### config.mk
export PLATFORM = sky130hd
export DESIGN_NAME = inst_encoder
export DESIGN_NICKNAME = d
export VERILOG_FILES = /design/src/rtl/rv_isa_pkg.sv /design/src/rtl/inst_field_pack.sv /design/src/rtl/inst_encoder.sv
export SDC_FILE = /design/constraint.sdc
export NUM_CORES = 1
export LEC_CHECK = 0
export ABC_CLOCK_PERIOD_IN_PS = 4800
export CORE_ASPECT_RATIO = 1.1
export CORE_MARGIN = 2
export CORE_UTILIZATION = 29
export CTS_CLUSTER_SIZE = 10
export DETAILED_ROUTE_END_ITERATION = 6
export HOLD_SLACK_MARGIN = 0.15
export MAX_ROUTING_LAYER = met4
export PLACE_DENSITY = 0.59
export SLEW_MARGIN = 20
export SYNTH_ARGS = -nofsm -noshare
export SYNTH_HDL_FRONTEND = slang
export SYNTH_SLANG_ARGS = --single-unit
### constraint.sdc
create_clock -name clk -period 4.8 [get_ports clk]
set_clock_uncertainty 0.15 [all_clocks]
set_input_delay 0.96 -clock clk [delete_from_list [all_inputs] [get_ports clk]]
set_output_delay 0.96 -clock clk [all_outputs]
set_load 0.01 [all_outputs]
### src/rtl/rv_isa_pkg.sv
// rv_isa_pkg: RV32I instruction-type codes, opcodes and encoder error codes shared by encoder and immediate generator
package rv_isa_pkg;
  localparam logic [3:0] T_LOAD  = 4'd0;
  localparam logic [3:0] T_IMM   = 4'd1;
  localparam logic [3:0] T_STORE = 4'd2;
  localparam logic [3:0] T_REG   = 4'd3;
  localparam logic [3:0] T_LUI   = 4'd4;
  localparam logic [3:0] T_AUIPC = 4'd5;
  localparam logic [3:0] T_BRNCH = 4'd6;
  localparam logic [3:0] T_JALR  = 4'd7;
  localparam logic [3:0] T_JAL   = 4'd8;
  localparam logic [6:0] OP_LOAD  = 7'b0000011;
  localparam logic [6:0] OP_IMM   = 7'b0010011;
  localparam logic [6:0] OP_STORE = 7'b0100011;
  localparam logic [6:0] OP_REG   = 7'b0110011;
  localparam logic [6:0] OP_LUI   = 7'b0110111;
  localparam logic [6:0] OP_AUIPC = 7'b0010111;
  localparam logic [6:0] OP_BRNCH = 7'b1100011;
  localparam logic [6:0] OP_JALR  = 7'b1100111;
  localparam logic [6:0] OP_JAL   = 7'b1101111;
  localparam logic [1:0] E_RANGE    = 2'd0;
  localparam logic [1:0] E_MISALIGN = 2'd1;
  localparam logic [1:0] E_BADTYPE  = 2'd2;
  function automatic logic [6:0] opcode_of(input logic [3:0] t);
    return t == T_LOAD  ? OP_LOAD  :
           t == T_IMM   ? OP_IMM   :
           t == T_STORE ? OP_STORE :
           t == T_REG   ? OP_REG   :
           t == T_LUI   ? OP_LUI   :
           t == T_AUIPC ? OP_AUIPC :
           t == T_BRNCH ? OP_BRNCH :
           t == T_JALR  ? OP_JALR  :
           t == T_JAL   ? OP_JAL   : 7'd0;
  endfunction
endpackage

### src/rtl/inst_field_pack.sv
// inst_field_pack: combinational RV32I encode + immediate range/alignment check
// Ports: in_type/in_rd/in_rs1/in_rs2/in_funct3/in_funct7/in_imm request fields;
//        word = encoded instruction, err = request rejected, code = reason (range/misaligned/bad type)
module inst_field_pack
  import rv_isa_pkg::*;
(
  input  logic [3:0]  in_type,
  input  logic [4:0]  in_rd,
  input  logic [4:0]  in_rs1,
  input  logic [4:0]  in_rs2,
  input  logic [2:0]  in_funct3,
  input  logic [6:0]  in_funct7,
  input  logic [31:0] in_imm,
  output logic [31:0] word,
  output logic        err,
  output logic [1:0]  code
);
  logic signed [31:0] s;
  logic [6:0] op;
  logic is_shift, i_bad, sh_bad, b_bad, j_bad, bad, mis, rng;
  assign s = in_imm;
  assign op = opcode_of(in_type);
  // funct3 001 (slli) and 101 (srli/srai) carry a 5-bit shamt instead of a 12-bit immediate
  assign is_shift = in_type == T_IMM && in_funct3[1:0] == 2'b01;
  assign i_bad  = s < -32'sd2048 || s > 32'sd2047;
  assign sh_bad = in_imm > 32'd31;
  assign b_bad  = s < -32'sd4096 || s > 32'sd4094;
  assign j_bad  = s < -32'sd1048576 || s > 32'sd1048574;
  always_comb begin
    word = '0;
    bad  = 1'b0;
    mis  = 1'b0;
    rng  = 1'b0;
    case (in_type)
      T_LOAD, T_JALR: begin
        word = {in_imm[11:0], in_rs1, in_type == T_JALR ? 3'b000 : in_funct3, in_rd, op};
        rng  = i_bad;
      end
      T_IMM: begin
        word = is_shift ? {in_funct7, in_imm[4:0], in_rs1, in_funct3, in_rd, op}
                        : {in_imm[11:0], in_rs1, in_funct3, in_rd, op};
        rng  = is_shift ? sh_bad : i_bad;
      end
      T_STORE: begin
        word = {in_imm[11:5], in_rs2, in_rs1, in_funct3, in_imm[4:0], op};
        rng  = i_bad;
      end
      T_REG: word = {in_funct7, in_rs2, in_rs1, in_funct3, in_rd, op};
      T_LUI, T_AUIPC: begin
        word = {in_imm[31:12], in_rd, op};
        mis  = |in_imm[11:0];
      end
      T_BRNCH: begin
        word = {in_imm[12], in_imm[10:5], in_rs2, in_rs1, in_funct3, in_imm[4:1], in_imm[11], op};
        mis  = in_imm[0];
        rng  = b_bad;
      end
      T_JAL: begin
        word = {in_imm[20], in_imm[10:1], in_imm[11], in_imm[19:12], in_rd, op};
        mis  = in_imm[0];
        rng  = j_bad;
      end
      default: bad = 1'b1;
    endcase
  end
  assign err  = bad || mis || rng;
  assign code = bad ? E_BADTYPE : mis ? E_MISALIGN : E_RANGE;
endmodule

### src/rtl/inst_encoder.sv
// inst_encoder: encodes decoded requests into RV32I words and emits them with sequential addresses
// Ports: clk/reset (sync, active-high); in_valid/in_ready + in_* request fields;
//        out_valid/out_ready + out_inst/out_addr emitted word; err_valid/err_code rejection report;
//        count = words emitted since reset; full = address space exhausted
module inst_encoder
  import rv_isa_pkg::*;
#(
  parameter int ADDR_W = 10,
  parameter int BASE   = 0
) (
  input  logic              clk,
  input  logic              reset,
  input  logic              in_valid,
  output logic              in_ready,
  input  logic [3:0]        in_type,
  input  logic [4:0]        in_rd,
  input  logic [4:0]        in_rs1,
  input  logic [4:0]        in_rs2,
  input  logic [2:0]        in_funct3,
  input  logic [6:0]        in_funct7,
  input  logic [31:0]       in_imm,
  output logic              out_valid,
  input  logic              out_ready,
  output logic [31:0]       out_inst,
  output logic [ADDR_W-1:0] out_addr,
  output logic              err_valid,
  output logic [1:0]        err_code,
  output logic [ADDR_W:0]   count,
  output logic              full
);
  localparam logic [ADDR_W:0] START = (ADDR_W+1)'(BASE);
  localparam logic [ADDR_W:0] END   = {1'b1, {ADDR_W{1'b0}}};
  logic [31:0] word;
  logic perr;
  logic [1:0] pcode;
  logic acc, push, pop;
  logic in_ready_q, in_ready_d;
  logic out_valid_q, out_valid_d;
  logic [31:0] out_inst_q, out_inst_d;
  logic [ADDR_W-1:0] out_addr_q, out_addr_d;
  logic skid_valid_q, skid_valid_d;
  logic [31:0] skid_inst_q, skid_inst_d;
  logic [ADDR_W-1:0] skid_addr_q, skid_addr_d;
  logic [ADDR_W:0] alloc_q, alloc_d;
  logic [ADDR_W:0] count_q, count_d;
  logic full_q, full_d;
  logic err_valid_q, err_valid_d;
  logic [1:0] err_code_q, err_code_d;
  inst_field_pack u_pack (
    .in_type   (in_type),
    .in_rd     (in_rd),
    .in_rs1    (in_rs1),
    .in_rs2    (in_rs2),
    .in_funct3 (in_funct3),
    .in_funct7 (in_funct7),
    .in_imm    (in_imm),
    .word      (word),
    .err       (perr),
    .code      (pcode)
  );
  assign acc  = in_valid && in_ready_q;
  assign push = acc && !perr;
  assign pop  = out_valid_q && out_ready;
  // alloc_q is the address the next accepted word will carry; it runs ahead of
  // count by the number of buffered words so addresses stay consecutive.
  always_comb begin
    out_valid_d  = out_valid_q;
    out_inst_d   = out_inst_q;
    out_addr_d   = out_addr_q;
    skid_valid_d = skid_valid_q;
    skid_inst_d  = skid_inst_q;
    skid_addr_d  = skid_addr_q;
    if (pop || !out_valid_q) begin
      out_valid_d  = skid_valid_q || push;
      out_inst_d   = skid_valid_q ? skid_inst_q : push ? word : out_inst_q;
      out_addr_d   = skid_valid_q ? skid_addr_q : push ? alloc_q[ADDR_W-1:0] : out_addr_q;
      skid_valid_d = skid_valid_q && push;
      skid_inst_d  = skid_valid_q && push ? word : skid_inst_q;
      skid_addr_d  = skid_valid_q && push ? alloc_q[ADDR_W-1:0] : skid_addr_q;
    end else if (push) begin
      skid_valid_d = 1'b1;
      skid_inst_d  = word;
      skid_addr_d  = alloc_q[ADDR_W-1:0];
    end
    alloc_d     = alloc_q + {{ADDR_W{1'b0}}, push};
    count_d     = count_q + {{ADDR_W{1'b0}}, pop};
    full_d      = full_q || (pop && &out_addr_q);
    // once the last address is handed out no further word may be accepted
    in_ready_d  = !skid_valid_d && alloc_d != END && !full_d;
    err_valid_d = acc && perr;
    err_code_d  = err_valid_d ? pcode : err_code_q;
  end
  always_ff @(posedge clk) begin
    if (reset) begin
      in_ready_q   <= 1'b1;
      out_valid_q  <= 1'b0;
      out_inst_q   <= '0;
      out_addr_q   <= START[ADDR_W-1:0];
      skid_valid_q <= 1'b0;
      skid_inst_q  <= '0;
      skid_addr_q  <= '0;
      alloc_q      <= START;
      count_q      <= '0;
      full_q       <= 1'b0;
      err_valid_q  <= 1'b0;
      err_code_q   <= '0;
    end else begin
      in_ready_q   <= in_ready_d;
      out_valid_q  <= out_valid_d;
      out_inst_q   <= out_inst_d;
      out_addr_q   <= out_addr_d;
      skid_valid_q <= skid_valid_d;
      skid_inst_q  <= skid_inst_d;
      skid_addr_q  <= skid_addr_d;
      alloc_q      <= alloc_d;
      count_q      <= count_d;
      full_q       <= full_d;
      err_valid_q  <= err_valid_d;
      err_code_q   <= err_code_d;
    end
  end
  assign in_ready  = in_ready_q;
  assign out_valid = out_valid_q;
  assign out_inst  = out_inst_q;
  assign out_addr  = out_addr_q;
  assign err_valid = err_valid_q;
  assign err_code  = err_code_q;
  assign count     = count_q;
  assign full      = full_q;
endmodule

==> impl_metrics.tcl <==
set metrics [dict create \
    cts_setup_buffers 0 \
    slowest_delay_ps 560 \
    ys_seq_area_share_pct 39.38 \
    swShare_pct 26.43 \
    critPathSlowestCell "clkdlybuf4s50_1" \
    timing.rr.start "skid_valid_q" \
    startpoint_type "primary input" \
    path_common_cell "nand2_1" \
    routed_wl_um 17080 \
    intPower_mw 1.481 \
    fin_nets 851 \
    wire_per_inst_um 16.52 \
    num_vias 5382 \
    ys_types 56 \
    grt_pass1_wl_um 26940 \
    finalHoldViolations 0 \
    antenna_found_initial 0 \
    cts_max_path_buffers 2 \
    worst-r2r-cell-count 7 \
    final_cells 1034 \
    hold_class "flip-flop to flip-flop" \
    synth_common_cells "111 x dfxtp_1, 84 x nor2_1, 70 x o21ai_0" \
    ys.flop_type "dfxtp_1" \
    fp.dieW_um 137 \
    place_hpwl_um 12340 \
    htreeDepth 3 \
    path_cells "clkdlybuf4s50_1 -> nand4_1 -> nor3_1 -> a21boi_1 -> a2111oi_4 -> nand2_1 -> inv_1 -> ha_1 -> ha_1 -> nand2_1 -> xor2_1 -> nand2_1 -> nor4_1 -> nand3_1 -> a31o_2" \
    synth_area_per_cell_um2 8.250 \
    ant_nets 0 \
    coreArea_um2 19100 \
    worst_slack_ps 672.8 \
    placed_cells 1017 \
    synth_area_leader_cell "dfxtp_1" \
    diodes 0 \
    cts.sinks 111 \
    max_freq_mhz 242.3 \
    slew_headroom_pct 28.26 \
    synth-seq-cells 111 \
    yosys.area.top_type_share_pct 39.38 \
    crit_required_ps 4910 \
    gp_congestion 0.9040 \
    switchingPower_uw 531.9 \
    track_usage_pct 17.23 \
    tns_ps 0 \
    tightest_slew_ps 1074 \
    synth_cells 684 \
    cts_resized 0 \
    power_frac_seq_pct 46.8 \
    cts_tree "yes" \
    synth_edf_count 0 \
    cts_hold_buf 0 \
    cts_made_buffers 9 \
    clockRootBuffer "clkbuf_16" \
    path_class "primary input to flip-flop" \
    p_leak_nw 2.369 \
    drt-vias-per-instance 5.205 \
    async_flop_share_pct 0 \
    synth.net_count 753 \
    cpLargestDelayFamily "simple AND/OR/NAND/NOR gates" \
    io_buffers 123 \
    rsz0062_at_grt "no" \
    cp-endpoint "in_ready" \
    grt_pass1_vias 5017 \
    ir_drop_mv 0.2208 \
    ios 124 \
    area_growth_pct 31.80 \
    critPathMaxFanout 7 \
    holdWs_ps 323.4 \
    drcViolationCount 0 \
    r2r_end "skid_inst_q[14]" \
    drtIter0Drc 408 \
    power_density_nw_per_um2 270.6 \
    max-cap-violations 0 \
    critPathCaptureType "flip-flop" \
    path_depth 15 \
    p_clk_share_pct 39.5 \
    fin_crit_ps 4127 \
    num_rows 53 \
    finalCritPeriodShare_pct 85.98 \
    die-area_um2 20590 \
    die_h_um 150.3 \
    yosys_warnings 0 \
    clk_pin_slew_ps 80 \
    cp_data_arrival_time_ps 4230 \
    dr.pass1.iters 5 \
    clock_latency_ps 360 \
    min_from "out_inst[25]" \
    reg2reg_slack_ps 2050 \
    comb_power_share_pct 13.7 \
    drive_gt1_share_pct 8.005 \
    synth.most_common_cell "dfxtp_1" \
    dp_slack_ps 332.2 \
    setup_viol 0 \
    initial_core_util_pct 29.55 \
    netlist_area_um2 5643 \
    slew_viol_final 0 \
    synthTopCellsByArea "dfxtp_1 39%, o21ai_0 6.2%, a21oi_1 6.0%" \
    cp.buffers_inverters 2 \
    cp-startpoint "in_imm[20]" \
    grt_overflow 0 \
    status "finished, final reports clean" \
    grt_max_degree 93 \
]
==> per-layer routing <==
| layer | up-vias | routed length (um) | track usage, % |
|---|---|---|---|
| met5 | - | 0 | - |
| met4 | 0 | 225 | 3.969 |
| met3 | 13 | 557 | 3.098 |
| met2 | 98 | 9034 | 30.45 |
| met1 | 2556 | 7262 | 20.23 |
| li1 | 2715 | - | - |
==> per-stage QoR <==
step	utilization [%]	cell area, um^2	power (mW)
finish	38.94	7437	2.013
global route	38.94	7437	2.096
CTS	38.80	7410	2.040
detailed placement	37.17	7099	1.239
global placement	37.17	7099	1.238
floorplan	-	5643	1.098
==> logic make-up (layout without fill, tap and decap cells) <==
kind of cell | after synthesis | count (layout) | share of synthesized area (%)
flip-flops | 111 | 111 | 39.38
AO/OA/AOI/OAI | 240 | 240 | 27.98
adder cells (fa/ha/maj) | 5 | 5 | 1.064
XOR/XNOR | 12 | 12 | 1.863
multiplexers | 29 | 29 | 5.166
buffers and inverters | 66 | 169 | 5.210
AND/OR/NAND/NOR | 221 | 221 | 19.33
==> layout make-up <==
cell class	count	area, um^2
inverter	6	22.52
fill	1973	11660
clock buffer	10	229.0
clock inverter	6	81.33
multi-input combinational	507	3143
sequential	111	2223
timing repair buffer	147	1429
tap	247	309.0
==> placed cells by master (no fill, tap or decap), drive strengths merged, types with 8 or more instances in the layout <==
cell type      Yosys  routed
or3               24      24
nor2              84      84
nor4               8       8
clkdlybuf4s50      0     122
a222oi            12      12
mux2i             28      28
a21oi             69      69
o211ai            20      20
a211oi            28      28
clkbuf            43      10
nand3             15      15
nand4              9       9
dfxtp            111     111
xor2               9       9
nand2             42      42
o21ai             70      70
a22oi             14      14
nor2b             13      13
buf               17      25
inv                6      11
==> worst min-delay path: cells and delay by family (launching register included) <==
family | cells | cell delay (ps)
AOI/OAI and AO/OA | 2 | 120
DFF | 1 | 310
==> flip-flops by register name, summed over array words and instances, names as in the netlist <==
register / cells
in_ready: 1
out_valid: 1
skid_inst_q: 31
skid_addr_q: 10
err_code: 2
alloc_q: 11
full: 1
out_addr: 10
skid_valid_q: 1
out_inst: 31
count: 11
err_valid: 1
==> power by group through the flow <==
stage	Combinational (mW)	Clock (mW)	Sequential, mW
floorplan	0.131	0	0.967
global placement	0.275	0	0.964
detailed placement	0.275	0	0.964
CTS	0.276	0.822	0.942
global route	0.299	0.854	0.944
finish	0.275	0.796	0.942
==> how the worst min path moves through the flow <==
stage	to	slack (ps)	depth (start not counted)
floorplan	skid_inst_q[1]	290	2
global placement	skid_inst_q[1]	300	2
detailed placement	skid_inst_q[1]	310	2
CTS	out_inst[30]	320	2
global route	out_inst[9]	340	2
finish	out_inst[25]	320	2
(Power assumes the default switching activity.)
